[config.mk]
export PLATFORM = sky130hd
export DESIGN_NAME = mmu_trans_client
export DESIGN_NICKNAME = d
export VERILOG_FILES = /design/src/rtl/mmu_trans_client_pkg.sv /design/src/rtl/mmu_trans_client_trans_result_fifo.sv /design/src/rtl/mmu_trans_client.sv
export SDC_FILE = /design/constraint.sdc
export NUM_CORES = 1
export LEC_CHECK = 0
export CAP_MARGIN = 40
export CORE_UTILIZATION = 44
export CTS_CLUSTER_DIAMETER = 50
export DETAILED_ROUTE_END_ITERATION = 6
export PLACE_DENSITY = 0.72
export SLEW_MARGIN = 10
export SYNTH_ARGS = -nofsm -noshare
export SYNTH_HDL_FRONTEND = slang
export SYNTH_SLANG_ARGS = --single-unit
[constraint.sdc]
create_clock -name clk -period 4.4 [get_ports clk]
set_input_delay 0.88 -clock clk [delete_from_list [all_inputs] [get_ports clk]]
set_output_delay 0.88 -clock clk [all_outputs]
set_load 0.005 [all_outputs]
[src/rtl/mmu_trans_client_pkg.sv]
// mmu_trans_client_pkg: shared MMU client types, LoongArch ecodes and flag-to-ecode encoder
package mmu_trans_client_pkg;
  localparam logic [5:0] ECODE_TLBR = 6'h3F;
  localparam logic [5:0] ECODE_PIF  = 6'h03;
  localparam logic [5:0] ECODE_PIL  = 6'h01;
  localparam logic [5:0] ECODE_PIS  = 6'h02;
  localparam logic [5:0] ECODE_PPI  = 6'h07;
  localparam logic [5:0] ECODE_PME  = 6'h04;
  typedef enum logic [1:0] {MMU_FETCH = 2'd0, MMU_LOAD = 2'd1, MMU_STORE = 2'd2} mmu_mem_type_e;
  typedef struct packed {
    logic [31:0] paddr;
    logic        uncache;
    logic        excp;
    logic [5:0]  ecode;
    logic [31:0] badv;
  } mmu_trans_result_t;
  // returns {excp, ecode}; earlier flags win
  function automatic logic [6:0] encode_excp(input logic tlbr, pif, pil, pis, ppi, pme);
    return tlbr ? {1'b1, ECODE_TLBR} :
           pif  ? {1'b1, ECODE_PIF}  :
           pil  ? {1'b1, ECODE_PIL}  :
           pis  ? {1'b1, ECODE_PIS}  :
           ppi  ? {1'b1, ECODE_PPI}  :
           pme  ? {1'b1, ECODE_PME}  : 7'd0;
  endfunction
endpackage

[src/rtl/mmu_trans_client_trans_result_fifo.sv]
// trans_result_fifo: synchronous FIFO of translation results with flush; head reads as zero when empty
module trans_result_fifo
  import mmu_trans_client_pkg::*;
#(
  parameter int  DEPTH = 2,
  parameter type T     = mmu_trans_result_t
) (
  input  logic                     clk,
  input  logic                     rst_n,
  input  logic                     flush,
  input  logic                     push,
  input  logic                     pop,
  input  T                         din,
  output T                         dout,
  output logic [$clog2(DEPTH):0]   count,
  output logic                     full,
  output logic                     empty
);
  localparam int AW = $clog2(DEPTH);
  T               r_mem [DEPTH];
  logic [AW-1:0]  r_wr, r_rd;
  logic [AW:0]    r_cnt;
  always_ff @(posedge clk or negedge rst_n) begin
    if (!rst_n) begin
      r_wr  <= '0;
      r_rd  <= '0;
      r_cnt <= '0;
    end else if (flush) begin
      r_wr  <= '0;
      r_rd  <= '0;
      r_cnt <= '0;
    end else begin
      if (push) r_wr <= r_wr + 1'b1;
      if (pop) r_rd <= r_rd + 1'b1;
      r_cnt <= r_cnt + (AW+1)'(push) - (AW+1)'(pop);
    end
  end
  always_ff @(posedge clk) begin
    if (push && !flush) r_mem[r_wr] <= din;
  end
  assign count = r_cnt;
  assign full  = r_cnt == (AW+1)'(DEPTH);
  assign empty = r_cnt == '0;
  assign dout  = empty ? '0 : r_mem[r_rd];
  // credit accounting upstream must make this impossible
  a_no_overflow: assert property (@(posedge clk) disable iff (!rst_n) !(push && full && !flush));
endmodule

[src/rtl/mmu_trans_client.sv]
// mmu_trans_client: MMU translation initiator with credit-gated issue and result FIFO.
// MMU_CLIENT_PERF_EN adds saturating request / tlbr-refill counters.
module mmu_trans_client
  import mmu_trans_client_pkg::*;
#(
  parameter int QUEUE_DEPTH = 2,
  parameter int VALEN       = 32,
  parameter int PALEN       = 32
) (
  input  logic             clk,
  input  logic             rst_n,
  input  logic             flush_i,
  input  logic             in_valid_i,
  output logic             in_ready_o,
  input  logic [VALEN-1:0] in_vaddr_i,
  input  logic [1:0]       in_mem_type_i,
  input  logic             in_cacop_direct_i,
  output logic             req_valid_o,
  output logic [VALEN-1:0] req_vaddr_o,
  output logic [1:0]       req_mem_type_o,
  output logic             req_cacop_direct_o,
  input  logic             rsp_ready_i,
  input  logic [PALEN-1:0] rsp_paddr_i,
  input  logic             rsp_uncache_i,
  input  logic             rsp_tlbr_i,
  input  logic             rsp_pif_i,
  input  logic             rsp_pil_i,
  input  logic             rsp_pis_i,
  input  logic             rsp_ppi_i,
  input  logic             rsp_pme_i,
  output logic             out_valid_o,
  input  logic             out_ready_i,
  output logic [PALEN-1:0] out_paddr_o,
  output logic             out_uncache_o,
  output logic             out_excp_o,
  output logic [5:0]       out_ecode_o,
  output logic [VALEN-1:0] out_badv_o
`ifdef MMU_CLIENT_PERF_EN
  ,
  output logic [31:0]      perf_req_cnt_o,
  output logic [31:0]      perf_tlbr_cnt_o
`endif
);
  localparam int CW = $clog2(QUEUE_DEPTH) + 2;
  typedef struct packed {
    logic [PALEN-1:0] paddr;
    logic             uncache;
    logic             excp;
    logic [5:0]       ecode;
    logic [VALEN-1:0] badv;
  } result_t;
  result_t          w_push_data, w_head;
  logic [CW-2:0]    w_count;
  logic             w_full, w_empty, w_credit_ok, w_accept, w_push;
  logic [6:0]       w_excp;
  logic             r_pend, r_pend_kill;
  logic [VALEN-1:0] r_vaddr;
  // a credit covers both queued results and the one still in the MMU
  assign w_credit_ok        = ({1'b0, w_count} + CW'(r_pend)) < CW'(QUEUE_DEPTH);
  assign in_ready_o         = rsp_ready_i && w_credit_ok && !flush_i;
  assign req_valid_o        = in_valid_i && w_credit_ok && !flush_i;
  assign req_vaddr_o        = in_vaddr_i;
  assign req_mem_type_o     = in_mem_type_i;
  assign req_cacop_direct_o = in_cacop_direct_i;
  assign w_accept           = in_valid_i && in_ready_o;
  assign w_push             = r_pend && !r_pend_kill && !flush_i;
  assign w_excp             = encode_excp(rsp_tlbr_i, rsp_pif_i, rsp_pil_i, rsp_pis_i, rsp_ppi_i, rsp_pme_i);
  assign w_push_data        = '{paddr: rsp_paddr_i, uncache: rsp_uncache_i, excp: w_excp[6],
                                ecode: w_excp[5:0], badv: r_vaddr};
  always_ff @(posedge clk or negedge rst_n) begin
    if (!rst_n) begin
      r_pend      <= 1'b0;
      r_pend_kill <= 1'b0;
      r_vaddr     <= '0;
    end else begin
      r_pend      <= w_accept;
      r_pend_kill <= flush_i && (r_pend || in_valid_i);
      if (w_accept) r_vaddr <= in_vaddr_i;
    end
  end
  trans_result_fifo #(.DEPTH(QUEUE_DEPTH), .T(result_t)) u_fifo (
    .clk   (clk),
    .rst_n (rst_n),
    .flush (flush_i),
    .push  (w_push),
    .pop   (out_valid_o && out_ready_i),
    .din   (w_push_data),
    .dout  (w_head),
    .count (w_count),
    .full  (w_full),
    .empty (w_empty)
  );
  assign out_valid_o   = !w_empty;
  assign out_paddr_o   = w_head.paddr;
  assign out_uncache_o = w_head.uncache;
  assign out_excp_o    = w_head.excp;
  assign out_ecode_o   = w_head.ecode;
  assign out_badv_o    = w_head.badv;
`ifdef MMU_CLIENT_PERF_EN
  logic [31:0] r_req_cnt, r_tlbr_cnt;
  always_ff @(posedge clk or negedge rst_n) begin
    if (!rst_n) begin
      r_req_cnt  <= '0;
      r_tlbr_cnt <= '0;
    end else begin
      if (w_accept && !(&r_req_cnt)) r_req_cnt <= r_req_cnt + 1'b1;
      if (w_push && rsp_tlbr_i && !(&r_tlbr_cnt)) r_tlbr_cnt <= r_tlbr_cnt + 1'b1;
    end
  end
  assign perf_req_cnt_o  = r_req_cnt;
  assign perf_tlbr_cnt_o = r_tlbr_cnt;
`endif
endmodule

==> flow_summary.yaml <==
min_path:
  min_path_type: "in -> async"
sta:
  final-setup-viol-count: 0
  hold_viol_final: 0
  worstMarginPinSlew_ns: 0.765
  min_period_ns: 3.48
  period_share_pct: 79.1
  worst_clock_skew_ns: 0.00800
  slew_headroom_pct: 49.0
  setup_tns_ns: 0
  hold_slack_ns: 0.377
  max_freq_mhz: 287
  setup_slack_ns: 0.918
  drv_slew: 0
  grt_setup_unrepaired: "false"
yosys:
  async_flop_share_pct: 21.3
  synth_edf_count: 140
  postSynthCellCount: 442
  synthTopCellsByCount: "edfxtp_1 (140), nor2_1 (80), mux2i_1 (70), dfrtp_1 (38), buf_4 (37)"
  synth.most_common_cell: "edfxtp_1"
  synth_ff_type: "edfxtp_1"
  synth.cell_area_mm2: 0.00721
  ys_top_cells_by_area: "edfxtp_1 (58%), dfrtp_1 (13%), mux2i_1 (9.7%), mux2_4 (6.0%), nor2_1 (4.2%)"
  syn-num-nets: 524
  synthDistinctLibCells: 26
  yosysWarnings: 0
  synth_top_cell_area_share_pct: 58.3
  synth_seq_cells: 178
  avgSynthCellArea_um2: 16.3
  seq_area_frac_synth_pct: 71.5
  synth_top_area_cell: "edfxtp_1"
pwr:
  p_switching_mw: 1.51
  vdd_drop_max_v: 0.000312
  clkPwrFrac_pct: 26.7
  p_int_mw: 4.03
  p_sw_share_pct: 27.3
  p_per_area_mw_per_mm2: 574
  power_mw: 5.54
  seqPwrFrac_pct: 40.7
  p_leak_nw: 3.37
  combPwrFrac_pct: 32.6
route:
  top_layer: "met4"
  wl_met2_um: 6480
  wire_per_inst_um: 16.5
  vias: 3957
  initialDrtViolationCount: 190
  met1_length_um: 5980
  antenna_left: 0
  first_pass_iters: 4
  drt-total-wl_um: 13600
  routed_via_density: 4.79
  drc_errors: 0
  wl_met3_um: 921
cts:
  cts_hold_buf: 0
  post_cts_buffers: 0
  cts_resized: 0
  tritoncts: "built"
  clock-root-buffer: "clkbuf_16"
  cts_max_path_buffers: 2
  cts_inserted_buffers: 17
  cts_num_sinks: 178
  clk_latency_ns: 0.42
  path_clk_slew_ns: 0.06
  htreeDepth: 4
setup_path:
  reg2reg_to: "r_vaddr[7]$_DFFE_PN0P_"
  regToRegSetupSlack_ns: 2.14
  cp-startpoint: "u_fifo.r_rd$_DFFE_PN0P_"
  worstPathArrival_ns: 2.60
  crit_fanout: 42
  r2r.worst_path.cells: 4
  critPathKind: "reg -> out"
  start_kind: "flop"
  required_ns: 3.52
  end_kind: "output port"
  r2r_start: "u_fifo.count[0]$_DFF_PN0_"
cells_and_area:
  nNetsFinal: 679
  fin_area_mm2: 0.00966
  fill_cells: 1184
  drive_above_1_share_pct: 13.1
  antenna_cells: 0
  final_util_pct: 60.6
  area_growth_pct: 33.9
  fin_cells: 826
placed_design:
  place_ws_ns: 1.20
  dpl_cell_area_mm2: 0.00906
  gp_congestion: 0.731
  port_buffers: 183
  dpl.cell_count: 794
  hpwl_um: 8800
grt:
  grt_pass1_vias: 3991
  antenna_found_initial: 0
  grt_max_degree: 54
  grt_pass1_wl_um: 20500
  grt_overflow: 0
  grt.total_usage_pct: 16.6
die:
  die_area_mm2: 0.0169
  die_x_um: 130
  start_util_pct: 45.3
  io_pins: 190
  fp.dieH_um: 130
  core_area_mm2: 0.0159
  placementRows: 46
flow_run:
  max_cap_viol_count: 0
outcome:
  outcome: "completed"
==> worst max-delay path: stages, from the launching register on <==
cell and delay, ns:
dfrtp_4 0.91, buf_4 0.44, mux2i_1 0.13, nor2_1 0.16, clkdlybuf4s50_1 0.53
==> kinds of logic (layout without fill, tap and decap cells) <==
| kind of cell | count (synthesis) | count (layout) | synth area share [%] |
|---|---|---|---|
| flops | 178 | 178 | 71.5 |
| mux | 102 | 102 | 16.2 |
| simple gates | 88 | 88 | 4.84 |
| buf+inv | 62 | 230 | 6.05 |
| compound gates | 6 | 6 | 0.607 |
| xor+xnor | 4 | 4 | 0.486 |
| fa+ha+maj | 2 | 2 | 0.347 |
==> worst max-delay path by stage <==
stage | to | slack (ns) | cells past startpoint
after floorplan | u_fifo.r_mem[0][0]$_DFFE_PP_ | -0.08 | 2
after global placement | r_vaddr[7]$_DFFE_PN0P_ | 1.24 | 5
after detailed placement | r_vaddr[7]$_DFFE_PN0P_ | 1.20 | 5
after CTS | out_badv_o[14] | 0.84 | 4
after global routing | out_badv_o[7] | 0.73 | 4
final | out_badv_o[7] | 0.92 | 4
==> cells in the final DEF, fill, tap and decap left out, drive strengths merged, types with 3 or more instances in the layout <==
| cell type | Yosys | final |
|---|---|---|
| buf | 48 | 10 |
| clkbuf | 8 | 22 |
| clkdlybuf4s50 | 0 | 182 |
| clkinv | 0 | 7 |
| dfrtp | 38 | 38 |
| edfxtp | 140 | 140 |
| inv | 6 | 6 |
| mux2 | 32 | 32 |
| mux2i | 70 | 70 |
| nor2 | 80 | 80 |
| o21ai | 3 | 3 |
==> flip-flops by register name (all words and copies together) (netlist names) <==
signal        count
r_pend            1
r_vaddr          32
u_fifo.r_rd       1
u_fifo.count      2
u_fifo.r_wr       1
r_pend_kill       1
u_fifo.r_mem    140
==> final cells by class <==
class                           count  area, um^2  share of cell area [%]
Clock buffer                       22         505                    5.23
Tap cell                          216         270                    2.80
Timing Repair Buffer              192        1960                    20.3
Sequential cell                   178        5160                    53.4
Multi-Input combinational cell    202        1650                    17.0
Inverter                            6        22.5                   0.233
Clock inverter                     10        98.8                    1.02
==> power by group through the flow <==
stage,combinational [mW],clock [mW],sequential [mW]
6_report,1.81,1.48,2.26
5_1_grt,1.96,1.58,2.28
4_1_cts,1.84,1.51,2.26
3_5_place_dp,1.83,0,2.30
3_3_place_gp,1.80,0,2.28
2_1_floorplan,0.964,0,2.16
==> routing by layer <==
metal / vias up / GRT usage [%]
met3: 21 / 4.84
met5: - / 0
met1: 1923 / 21.2
li1: 1867 / -
met4: 0 / 7.25
met2: 146 / 26.4
No activity file was read; power rests on OpenSTA's default activity.
